--- src/rtl/conv_frame_encoder.sv ---
// Rate-1/2 K=3 (G0=7, G1=5) convolutional encoder with K-1 zero tail bits per frame.
// Optional CONV_ERR_INJECT_EN adds LFSR-driven single-bit symbol error injection.
//
// state   | meaning
// S_IDLE  | waiting for first info bit of a frame, shift state is zero
// S_DATA  | accepting info bits
// S_TAIL  | emitting M zero tail bits, info input blocked
// S_DRAIN | waiting for the sym_last symbol to be taken downstream
module conv_frame_encoder #(
  parameter int           MAX_FRAME = 32,
  parameter int           K         = 3,
  parameter logic [K-1:0] G0        = 3'b111,
  parameter logic [K-1:0] G1        = 3'b101
) (
  input  logic       clk,
  input  logic       rst_n,
  input  logic       i_bit_valid,
  output logic       o_bit_ready,
  input  logic       i_bit_data,
  input  logic       i_bit_last,
  output logic       o_sym_valid,
  input  logic       i_sym_ready,
  output logic [1:0] o_sym,
  output logic       o_sym_last,
  output logic       o_frame_done,
  output logic       o_trunc,
  output logic       o_busy
`ifdef CONV_ERR_INJECT_EN
  ,
  input  logic [7:0] i_err_thresh,
  output logic [7:0] o_err_count
`endif
);

  localparam int M  = K - 1;
  localparam int CW = $clog2(MAX_FRAME + 1);
  localparam int TW = (M > 1) ? $clog2(M) : 1;
  localparam logic [CW-1:0] LIMIT = CW'(MAX_FRAME - M);
  localparam logic [TW-1:0] TLAST = TW'(M - 1);

  typedef enum logic [1:0] {S_IDLE, S_DATA, S_TAIL, S_DRAIN} state_t;

  state_t          r_state;
  state_t          w_nstate;
  logic [M-1:0]    r_st;
  logic [CW-1:0]   r_cnt;
  logic [TW-1:0]   r_tcnt;
  logic            r_sym_valid;
  logic [1:0]      r_sym;
  logic            r_sym_last;
  logic            r_frame_done;
  logic            r_trunc;

  logic            w_load_ok;
  logic            w_load;
  logic            w_take;
  logic            w_first;
  logic            w_bit_in;
  logic            w_last_in;
  logic            w_trunc_set;
  logic            w_done;
  logic            w_tail_load;
  logic            w_at_limit;
  logic [K-1:0]    w_r;
  logic [1:0]      w_sym_enc;
  logic [1:0]      w_err_mask;

  assign w_load_ok  = !r_sym_valid || i_sym_ready;
  assign w_at_limit = (r_cnt + CW'(1)) == LIMIT;
  assign w_r        = {r_st, w_bit_in};
  assign w_sym_enc  = {^(w_r & G0), ^(w_r & G1)};

  always_ff @(posedge clk or negedge rst_n) begin
    if (!rst_n) r_state <= S_IDLE;
    else        r_state <= w_nstate;
  end

  always_comb begin
    w_nstate    = r_state;
    o_bit_ready = 1'b0;
    w_load      = 1'b0;
    w_take      = 1'b0;
    w_first     = 1'b0;
    w_bit_in    = 1'b0;
    w_last_in   = 1'b0;
    w_trunc_set = 1'b0;
    w_done      = 1'b0;
    w_tail_load = 1'b0;
    case (r_state)
      S_IDLE, S_DATA: begin
        o_bit_ready = w_load_ok;
        if (i_bit_valid && w_load_ok) begin
          w_load   = 1'b1;
          w_take   = 1'b1;
          w_first  = (r_state == S_IDLE);
          w_bit_in = i_bit_data;
          if (i_bit_last) begin
            w_nstate = S_TAIL;
          end else if (w_at_limit) begin
            w_trunc_set = 1'b1;
            w_nstate    = S_TAIL;
          end else begin
            w_nstate = S_DATA;
          end
        end
      end
      S_TAIL: begin
        if (w_load_ok) begin
          w_load      = 1'b1;
          w_tail_load = 1'b1;
          if (r_tcnt == TLAST) begin
            w_last_in = 1'b1;
            w_nstate  = S_DRAIN;
          end
        end
      end
      S_DRAIN: begin
        if (r_sym_valid && i_sym_ready) begin
          w_done   = 1'b1;
          w_nstate = S_IDLE;
        end
      end
      default: w_nstate = S_IDLE;
    endcase
  end

  // Symbol register drains and reloads in the same cycle for full throughput.
  always_ff @(posedge clk or negedge rst_n) begin
    if (!rst_n) begin
      r_st         <= '0;
      r_cnt        <= '0;
      r_tcnt       <= '0;
      r_sym_valid  <= 1'b0;
      r_sym        <= 2'b00;
      r_sym_last   <= 1'b0;
      r_frame_done <= 1'b0;
      r_trunc      <= 1'b0;
    end else begin
      r_frame_done <= w_done;
      if (w_load) begin
        r_sym_valid <= 1'b1;
        r_sym       <= w_sym_enc ^ w_err_mask;
        r_sym_last  <= w_last_in;
        r_st        <= w_r[M-1:0];
      end else if (i_sym_ready) begin
        r_sym_valid <= 1'b0;
        r_sym_last  <= 1'b0;
      end
      if (w_done) begin
        r_st  <= '0;
        r_cnt <= '0;
      end else if (w_take) begin
        r_cnt <= r_cnt + CW'(1);
      end
      if (w_tail_load) r_tcnt <= w_last_in ? '0 : r_tcnt + TW'(1);
      if (w_first)          r_trunc <= w_trunc_set;
      else if (w_trunc_set) r_trunc <= 1'b1;
    end
  end

`ifdef CONV_ERR_INJECT_EN
  logic [15:0] r_lfsr;
  logic [7:0]  r_err_count;
  logic        w_flip;

  assign w_flip     = r_lfsr[7:0] < i_err_thresh;
  assign w_err_mask = w_flip ? (r_lfsr[8] ? 2'b10 : 2'b01) : 2'b00;

  always_ff @(posedge clk or negedge rst_n) begin
    if (!rst_n) begin
      r_lfsr      <= 16'hACE1;
      r_err_count <= 8'd0;
    end else if (w_load) begin
      r_lfsr <= {r_lfsr[14:0], r_lfsr[15] ^ r_lfsr[13] ^ r_lfsr[12] ^ r_lfsr[10]};
      if (w_first)
        r_err_count <= {7'd0, w_flip};
      else if (w_flip && r_err_count != 8'hFF)
        r_err_count <= r_err_count + 8'd1;
    end
  end

  assign o_err_count = r_err_count;
`else
  assign w_err_mask = 2'b00;
`endif

  assign o_sym_valid  = r_sym_valid;
  assign o_sym        = r_sym;
  assign o_sym_last   = r_sym_last;
  assign o_frame_done = r_frame_done;
  assign o_trunc      = r_trunc;
  assign o_busy       = (r_state != S_IDLE) || r_sym_valid;

endmodule

--- config.mk ---
export PLATFORM = sky130hd
export DESIGN_NAME = conv_frame_encoder
export DESIGN_NICKNAME = d
export VERILOG_FILES = /design/src/rtl/conv_frame_encoder.sv
export SDC_FILE = /design/constraint.sdc
export NUM_CORES = 1
export LEC_CHECK = 0
export CAP_MARGIN = 30
export CORE_MARGIN = 1.5
export CORE_UTILIZATION = 45
export DETAILED_ROUTE_END_ITERATION = 6
export HOLD_SLACK_MARGIN = 0.08
export PLACE_DENSITY = 0.69
export SETUP_SLACK_MARGIN = 0.1
export SLEW_MARGIN = 20
export SYNTH_ARGS = -nofsm -noshare
export SYNTH_HDL_FRONTEND = slang
export SYNTH_SLANG_ARGS = --single-unit
export TNS_END_PERCENT = 20
--- constraint.sdc ---
create_clock -name clk -period 2 [get_ports clk]
set_input_delay 0.4 -clock clk [delete_from_list [all_inputs] [get_ports clk]]
set_output_delay 0.4 -clock clk [all_outputs]
set_load 0.1 [all_outputs]
# ---- After elaboration in Yosys (flattened, before gate mapping)
# Cells that the tools add are included.
# Widths: inputs -> output; s select.
dict set report totals {
  reg_bits 17
  inputBits 6
  wordCells 70
}
dict set report op_classes {
  n_addsub 2
  n_eq_ne 8
  mux 36
  n_reduce_logical 15
}
# cell n
set op_table {}
lappend op_table {{$mux 1} 24}
lappend op_table {{$mux 2} 8}
lappend op_table {{$mux 6} 2}
lappend op_table {{$reduce_bool 2->1} 5}
lappend op_table {{$ne 2x2->1 const B} 4}
lappend op_table {{$add 6x1->6 const B} 1}
lappend op_table {{$eq 6x5->1 const B} 1}
lappend op_table {{$pmux 2 s3} 1}
lappend op_table {{$reduce_xor 3->1} 2}
lappend op_table {{$eq 2x2->1 const B} 2}
lappend op_table {{$reduce_and 4->1} 1}
lappend op_table {{$eq 2x1->1 const B} 1}
lappend op_table {{$logic_and 1x1->1} 2}
lappend op_table {{$logic_not 2->1} 1}
lappend op_table {{$logic_or 1x1->1} 2}
lappend op_table {{$pmux 1 s2} 1}
lappend op_table {{$reduce_or 2->1} 1}
lappend op_table {{$add 1x1->1 const B} 1}
lappend op_table {{$logic_not 1->1} 1}

# ---- Longest topological paths before layout
# Gate-level depths: netlist of run 1.
dict set report logic_depth {
  word_depth 8
  mapped_depth 6
  ltp_nobuf 6
}

# ---- Worst setup path after synthesis of run 1
# No wires, ideal clock.
dict set report synth_timing {
  kind {reg-to-output}
  from {reg r_sym_valid, in the netlist o_sym_valid}
  to {out o_bit_ready}
  arrival_time_ns 2.339
  required_time_ns 1.600
  setup_slack_ns -0.739
  stages_incl_launch_ff 3
  path_buffers 0
  cell_sequence {dfrtp_1 > nor2b_1 > nor2_1}
}
dict set report synth_via {
  elab_chain_cells 3
}
# item line
set synth_rtl {}
lappend synth_rtl {{start: declaration} 48} ;# logic r_sym_valid;
lappend synth_rtl {{start signal: assignment} 133} ;# r_sym_valid <= 1'b0;
lappend synth_rtl {{start signal: assignment} 141} ;# r_sym_valid <= 1'b1;
lappend synth_rtl {{start signal: assignment} 146} ;# r_sym_valid <= 1'b0;
lappend synth_rtl {{$logic_not 1->1} 68} ;# assign w_load_ok = !r_sym_valid || i_sym_ready;
lappend synth_rtl {{$logic_or 1x1->1} 68}
lappend synth_rtl {{$mux 1} 89} ;# case (r_state)
lappend synth_rtl {{end: declaration} 18} ;# output logic o_bit_ready,
# Every way passes these cells.

# ---- Final worst setup path of run 1
dict set report layout_timing {
  from {in i_sym_ready}
  to {out o_bit_ready}
}
dict set report layout_via {
  elab_chain_cells 2
}
# item line
set layout_rtl {}
lappend layout_rtl {{start: declaration} 22} ;# input logic i_sym_ready,
lappend layout_rtl {{$logic_or 1x1->1} 68}
lappend layout_rtl {{$mux 1} 89}
# Every way passes these cells.

==> flow_summary.toml, run 1 <==
[synthesis]
ys_seq_area_share_pct = 47.6
ys.flop_type = "dfrtp_1"
synth_area_sq_um = 893
synth_seq_cells = 17
ys_types = 37
syn_inst = 85
synth_edf_count = 0
synth_fp_nets = 93
yosysWarnings = 0
synthArstFlopShare_pct = 100
syn_avg_cell_area_sq_um = 10.5

[layout]
final_common_cell = "dfrtp_1"
nFillCells = 166
area_growth_pct = 23.1
diodes = 0
multi_input_area_sq_um = 454
regArea_sq_um = 425
drive_above_1_share_pct = 19.8
fin_nets = 110
final_cell_mix = "dfrtp_1, nand2_1, buf_4"
utilization_pct = 61.0

[hold_path]
worstHoldPathType = "input pin to async pin"

[power_and_ir_drop]
p_leak_nw = 0.488
power.total_mw = 1.78
ir_drop_mv = 1.40
power_density_mw_per_mm2 = 1620

[sta]
worst_slack_ps = 199
skew_ps = 6.44
final.setup.tns_ps = 0
rsz0062_at_grt = "no"
fmax_mhz = 555
hold_viol_final = 0
post-route-period-util_pct = 90.0
slew_headroom_pct = 73.4
slew_viol_final = 0
setup_viol = 0
tightest_slew_ps = 399
timing.final.crit_period_ps = 1800
holdWs_ps = 432

[job]
max_cap_viol_count = 0

[floorplanning]
start_util_pct = 49.6
die_area_sq_mm = 0.00226
die_h_microns = 47.6
ios = 14
fp.dieW_microns = 47.6
rows = 15
coreArea_sq_mm = 0.00180

[clock_network]
cts_tree = "done"
clk_latency_ps = 280
clk_pin_slew_ps = 100
numCtsBuffers = 3
ctsRootBufferMaster = "clkbuf_4"
ctsHoldBuffers = 0
cts_buffer_depth = 2
post_cts_buffers = 0
clock-sinks = 17
cts_resized = 0
ctsHtreeMaxLevel = 1

[place]
hpwl_microns = 1170
gp_congestion = 0.798
io_buffers = 13
pre_cts_slack_ps = 197

[outcome]
status = "complete, no violations"

[route]
drcViolationCount = 0
viasPerCell = 5.16
antenna_left = 0
firstDrtPassIters = 4
drt-initial-drc-count = 10
wire_per_inst_microns = 12.5
num_vias = 650
drt-total-wl_microns = 1570

[critical_path]
end_kind = "output port"
cp_num_buf_inv = 2
cp_top_family = "buffers and inverters"
cp_max_fo = 5
crit_type = "input pin to output port"
crit_path_max_incr_delay_ps = 460
worst_setup_path_start_kind = "input pin"
worstPathRequired_ps = 1600
cp_cell_sequence = "clkdlybuf4s50_1, nor2b_1, nor2_4, buf_12"
crit_slowest_cell = "clkdlybuf4s50_1"
arrival_ps = 1400

[grt]
grt_usage_pct = 16.9
grt-ovfl-total = 0
grt_max_degree = 18
antenna_found_initial = 0
grt_pass1_vias = 571
grt_pass1_wl_microns = 2640
logic make-up (layout without fill, tap and decap cells):
logic type	count (synthesis)	after routing	synth area share [%]
AND/OR/NAND/NOR	35	35	22.3
AO/OA/AOI/OAI	20	20	15.7
flip-flops	17	17	47.6
XOR/XNOR	6	6	7.56
buffers and inverters	4	20	2.94
adder cells (fa/ha/maj)	2	2	2.80
multiplexers	1	1	1.12
routing by layer:
metal | GRT usage, % | vias to the layer above | routed length, microns
li1 | - | 333 | -
met1 | 25.2 | 305 | 850
met2 | 23.2 | 10 | 638
met3 | 3.40 | 2 | 63
met4 | 8.11 | 0 | 21
met5 | 0 | - | 0
where the power goes:
group	switching, mW	leakage [nW]	internal (mW)
logic	0.623	0.253	0.359
clock network	0.101	0.0150	0.0772
registers	0.159	0.221	0.460
state kept, by name (all words and copies together), names as in the netlist:
signal        flops
o_frame_done      1
o_sym             2
o_sym_last        1
o_sym_valid       1
o_trunc           1
r_cnt             6
r_st              2
r_state           2
r_tcnt            1
final timing paths:
| check | startpoint | slack (ps) | depth (start not counted) | end |
|---|---|---|---|---|
| min in group clk | o_sym[0] | 490 | 2 | o_sym[0] |
| hold / removal | rst_n | 430 | 2 | r_cnt[2] |
| setup reg to reg | r_cnt[0] | 460 | 5 | r_state[1] |
| hold reg to reg | o_sym[0] | 490 | 2 | o_sym[0] |
| max in group asynchronous | rst_n | 1380 | 2 | o_sym_last |
| setup / recovery | i_sym_ready | 200 | 4 | o_bit_ready |
cells in the mapped netlist, types with 2 or more instances:
cell	number	area [sq um]
a21oi_1	3	15.0
a22o_1	2	17.5
dfrtp_1	17	425
ha_1	2	25.0
inv_1	2	7.51
nand2_1	12	45.0
nand2b_1	2	12.5
nand3_1	4	20.0
nor2_1	3	11.3
nor2b_1	2	12.5
nor3b_1	2	15.0
o21ai_1	4	20.0
o22a_1	2	17.5
o31ai_1	2	15.0
xnor2_1	4	35.0
through the flow:
step	area [sq um]	instances
floorplan	906	85
global placement	1070	122
detailed placement	1070	122
CTS	1100	126
global route	1100	126
finish	1100	126
cell type report:
class	instances	share of cell area [%]
multi-input combinational	64	41.3
inverter	2	0.683
tap	25	2.84
clock buffer	4	2.39
sequential	17	38.7
timing repair buffer	14	14.1
Power figures use the tool's default switching activity.
==> run 2: changes to the inputs <==
- CORE_MARGIN: 1.5 -> 8
==> run 2 against run 1 <==
  * Global-route usage is 4.4 points lower
  * Count of clock-buffer cells in the layout stayed put
  * Highest routed layer unchanged
  * Flip-flop and latch count stayed put
  * Register-to-register slack worse by 30 ps
  * Core utilization is 3.2 points lower
  * Critical endpoint is now o_busy
  * Routed wire length is 16% higher
==> flow_summary.toml, run 2 (synthesized netlist as in run 1, its figures left out) <==
[route]
drt-initial-drc-count = 29
viasPerCell = 5.26
drcViolationCount = 0
firstDrtPassIters = 4
antenna_left = 0
num_vias = 679
wire_per_inst_microns = 14.2
drt-total-wl_microns = 1830

[layout]
finish.instance_area_sq_mm = 0.00111
final_common_cell = "dfrtp_1"
final_cell_mix = "dfrtp_1, nand2_1, buf_4"
area_growth_pct = 24.5
regMostFlops = "r_cnt"
drive_above_1_share_pct = 21.6
final_cells = 129
diodes = 0
fin_nets = 111
largest_reg_flops = 6

[critical_path]
crit_path_max_incr_delay_ps = 500
cp_max_fo = 7
worstPathRequired_ps = 1600
end_kind = "output port"
reg2reg_depth = 5
cp_cell_sequence = "or3_4, buf_12"
r2r-end = "r_state[1]"
r2r-start = "r_cnt[0]"
worst_setup_path_start_kind = "flip-flop"
rrSetupSlack_ps = 430
arrival_ps = 1410
crit_type = "flip-flop to output port"
crit_slowest_cell = "dfrtp_1"

[sta]
worst_slack_ps = 185
final.setup.tns_ps = 0
hold_viol_final = 0
post-route-period-util_pct = 90.7
tightest_slew_ps = 396
skew_ps = 6.76
slew_viol_final = 0
rsz0062_at_grt = "no"
timing.final.crit_period_ps = 1810
slew_headroom_pct = 73.6
fmax_mhz = 551
setup_viol = 0

[power_and_ir_drop]
ir_drop_mv = 1.37
p_sw_mw = 0.902
swShare_pct = 49.7
p_leak_nw = 0.494
power_density_mw_per_mm2 = 1630
internal_power_mw = 0.913
pwr-share-comb_pct = 55.5
power.total_mw = 1.81
p_clk_share_pct = 10.2
p_seq_share_pct = 34.3

[clock_network]
clk_pin_slew_ps = 100
ctsHtreeMaxLevel = 1
ctsRootBufferMaster = "clkbuf_4"
numCtsBuffers = 3
ctsHoldBuffers = 0
cts_tree = "done"
post_cts_buffers = 0
clock-sinks = 17
clk_latency_ps = 300
cts_buffer_depth = 2

[floorplanning]
coreArea_sq_mm = 0.00192
start_util_pct = 46.5
fp.dieW_microns = 60.6
die_h_microns = 60.6
die_area_sq_mm = 0.00367
rows = 16
ios = 14

[hold_path]
worstHoldPathType = "input pin to async pin"

[grt]
grt_max_degree = 18
grt_pass1_vias = 721
grt_usage_pct = 12.6
antenna_found_initial = 0
grt_pass1_wl_microns = 3320
grt-ovfl-total = 0

[place]
pre_cts_slack_ps = 171
gp_congestion = 0.767
postPlaceCellArea_sq_mm = 0.00108
dp_cells = 125
hpwl_microns = 1360
io_buffers = 13

[outcome]
status = "complete, no violations"

[job]
max_cap_viol_count = 0
[run 2: layer usage]
metal / up-vias / wire, microns / global-route usage [%]
li1: 336 / - / -
met1: 320 / 849 / 15.2
met3: 5 / 128 / 4.24
met5: - / 0 / 0
met4: 0 / 56 / 8.31
met2: 18 / 792 / 18.4
[run 2: area by class of cell]
cell class,instances,area [sq um]
Clock buffer,4,26.3
Fill cell,180,810
Inverter,2,7.51
Multi-Input combinational cell,64,457
Sequential cell,17,425
Tap cell,27,33.8
Timing Repair Buffer,15,163
[run 2: how the worst max path moves through the flow]
stage / start / to / slack, ps / cells after the start
after global routing: r_state[1] / o_busy / 120 / 2
final: o_sym_valid / o_busy / 190 / 2
after global placement: i_sym_ready / r_cnt[2] / 200 / 5
after detailed placement: i_sym_ready / r_cnt[2] / 170 / 5
after floorplan: o_sym_valid / o_bit_ready / 10 / 2
after CTS: o_sym_valid / o_busy / 170 / 2
[run 2: power by group through the flow]
stage	logic (mW)	clock network (mW)	registers, mW
global route	1.09	0.209	0.651
CTS	1.01	0.194	0.619
floorplan	0.543	0	0.822
detailed placement	1.01	0	0.624
global placement	1.00	0	0.620
finish	1.01	0.185	0.622
[run 2: metrics by stage]
stage,hold slack (ps),utilization [%]
detailed placement,483,56.4
global route,430,57.9
CTS,422,57.7
floorplan,104,-
finish,419,57.9
global placement,475,56.4
[run 2: timing repair]
action                                  in CTS  in global routing
hold endpoints to repair                     0                  0
resized for setup                            0                  1
endpoints found under the setup margin       0                  1
[run 2: worst max-delay path, delay by kind of cell, from the launching register on]
kind	cells	cell delay [ps]
buffers and inverters	1	170
DFF	1	500
and+or+nand+nor	1	450
==> patch (flow settings as in run 1) <==
`K`: 3 -> 6. Comments in the files are not updated.
--- a/src/rtl/conv_frame_encoder.sv
+++ b/src/rtl/conv_frame_encoder.sv
@@ -8,7 +8,7 @@
 // S_DRAIN | waiting for the sym_last symbol to be taken downstream
 module conv_frame_encoder #(
   parameter int           MAX_FRAME = 32,
-  parameter int           K         = 3,
+  parameter int           K         = 6,
   parameter logic [K-1:0] G0        = 3'b111,
   parameter logic [K-1:0] G1        = 3'b101
 ) (
Behaviour: not the same (Yosys sat finds a counterexample within 4 cycles, from zero or initial values and one cycle with rst_n low).
==> patch against run 1 <==
  * Cell area is 12% higher
  * Sequential power is 13% higher
  * Sequential cell count is 2 higher
  * Clock power is 7% higher
  * Synthesized cell count is 25% higher
  * Combinational power is 19% higher
  * Wire length is 26% higher
  * Total power is 15% higher
  * Area after synthesis is 9.0% higher
  * Critical path depth is 1 higher
  * Register-to-register slack worse by 260 ps
  * Worst setup slack better by 4.9 ps
  * Critical endpoint is now r_state[0]$_DFFE_PN0P_
  * Largest cell class unchanged
==> patch: results (changes against run 1) <==
[placed_design]
hpwl_mm=1.43  ; was 1.17 mm
place_congestion=0.885  ; was 0.798
portBuffers=13  ; unchanged

[finish]
diodes=0  ; unchanged
final_nets=139  ; was 110
drive_gt1_share_pct=18.0  ; was 19.8%
fillers=176  ; was 166
biggestRegsByFlops=r_cnt x6, r_tcnt x3

[sta]
fin_skew_ps=3.65  ; was 6.44 ps
relSlewSlack_pct=73.2  ; was 73.4%
setup_violations=0  ; unchanged
setup-tns-final_ps=0  ; unchanged
report.final.hold_viol_count=0  ; unchanged

[synth]
synth_top_cells_by_area=dfrtp_1, o21ai_0, ha_1, nand2_1, a21oi_1  ; was dfrtp_1, nand2_1, xnor2_1, ha_1, xor3_1
async_reset_ff_share_pct=100  ; unchanged
ys_warn_count=0  ; unchanged
synth.yosys.seq_area_share_pct=48.8  ; was 47.6%
ys_types=27  ; was 37
synth_commonest_cells=dfrtp_1, o21ai_0, nand2_1, a21oi_1, nor2_1  ; was dfrtp_1, nand2_1, nand3_1, o21ai_1, xnor2_1
synth_nets=116  ; was 93

[detailed_routing]
routed_wl_mm=1.98  ; was 1.57 mm
num_vias=835  ; was 650
drt_pass1_iterations=5  ; was 4
drtIter0Drc=20  ; was 10

[global_routing]
grt_pass1_vias=814  ; was 571
antenna_found_initial=0  ; unchanged
grt_usage_pct=18.5  ; was 16.9%
grt_first_pass_wirelength_mm=3.50  ; was 2.64 mm
grt_max_degree=20  ; was 18

[clocking]
htreeDepth=1  ; unchanged
clk_path_buf_depth=2  ; unchanged

[worst_setup_path]
crit_family=simple AND/OR/NAND/NOR gates  ; was buffers and inverters
slowest_stage=or4b_4  ; was clkdlybuf4s50_1
cp_data_arrival_time_ps=1980  ; was 1400 ps
worst_path_largest_cell_delay_ps=500  ; was 460 ps

[min_path]
worstHoldPathType=primary input to asynchronous set/reset pin  ; unchanged

[run_status]
status=completed  ; unchanged

[pwr]
p_leak_nw=0.540  ; was 0.488 nW
p_sw_share_pct=50.6  ; was 49.6%
vdd_drop_max_mv=1.04  ; was 1.40 mV

-- patch: cell count changes after synthesis, moves of 3 or more --
cell            run 1  this run
o21ai_0             1        14
nand3_1             4         7
o21ai_1             4         0
a21oi_1             3         8
nor2_1              3         8
inv_1               2         6
-- patch: cell families after synthesis --
logic type	share of synthesized area (%)
compound gates	17.5
fa+ha+maj	5.14
buf+inv	2.70
xor+xnor	4.50
flops	48.8
simple gates	21.3
-- patch: area by class of cell --
type	count	area, um2	share of cell area [%]
Clock buffer	4	26.3	2.14
Inverter	6	22.5	1.83
Multi-Input combinational cell	80	487	39.6
Sequential cell	19	479	39.0
Tap cell	27	33.8	2.75
Timing Repair Buffer	19	180	14.7
-- patch: worst register-to-register path, delay by kind of cell (launching register included) --
family / cells / cell delay [ps]
simple gates: 2 / 710
flops: 1 / 430
compound gates: 2 / 320
fa+ha+maj: 1 / 230
-- patch: stage by stage --
stage | total power [mW] | hold WS, ps | cells | area (um2) | setup WS, ps
floorplan | 1.52 | 104 | 106 | 986 | 124
global placement | 1.82 | 469 | 150 | 1190 | 164
detailed placement | 1.84 | 475 | 150 | 1190 | 102
CTS | 2.05 | 449 | 154 | 1220 | 163
global route | 2.22 | 457 | 155 | 1230 | 130
finish | 2.05 | 441 | 155 | 1230 | 204
-- patch: routing by layer --
metal	track usage (%)	share of wire, %	up-vias
met5	0	0	-
met4	7.87	1.4	0
met3	4.55	4.2	4
met2	27.9	47	18
met1	25.4	47	396
li1	-	-	417
-- patch: worst paths after layout --
check | from | end | slack [ps] | cells after the start
max | r_cnt[0]$_DFFE_PN0P_ | r_state[0]$_DFFE_PN0P_ | 200 | 5
min | rst_n | o_sym_valid$_DFFE_PN0P_ | 440 | 2
min reg2reg | r_tcnt[2]$_DFFE_PN0P_ | r_tcnt[2]$_DFFE_PN0P_ | 490 | 1
max reg2reg | r_cnt[0]$_DFFE_PN0P_ | r_state[0]$_DFFE_PN0P_ | 200 | 5
min in group clk | r_tcnt[2]$_DFFE_PN0P_ | r_tcnt[2]$_DFFE_PN0P_ | 490 | 1
max in group asynchronous | rst_n | o_sym_valid$_DFFE_PN0P_ | 1340 | 2
-- patch: power groups by stage --
stage / Combinational, mW / Clock (mW) / Sequential, mW
floorplan: 0.584 / 0 / 0.932
global placement: 1.13 / 0 / 0.695
detailed placement: 1.14 / 0 / 0.701
CTS: 1.15 / 0.197 / 0.694
global route: 1.28 / 0.216 / 0.721
finish: 1.17 / 0.190 / 0.698
-- patch: timing repair --
| action | 4_1_cts | 5_1_grt |
|---|---|---|
| gates resized for setup | 1 | 1 |
| setup buffers | 0 | 1 |
| setup endpoints to repair | 1 | 2 |
| cloned | 0 | 0 |
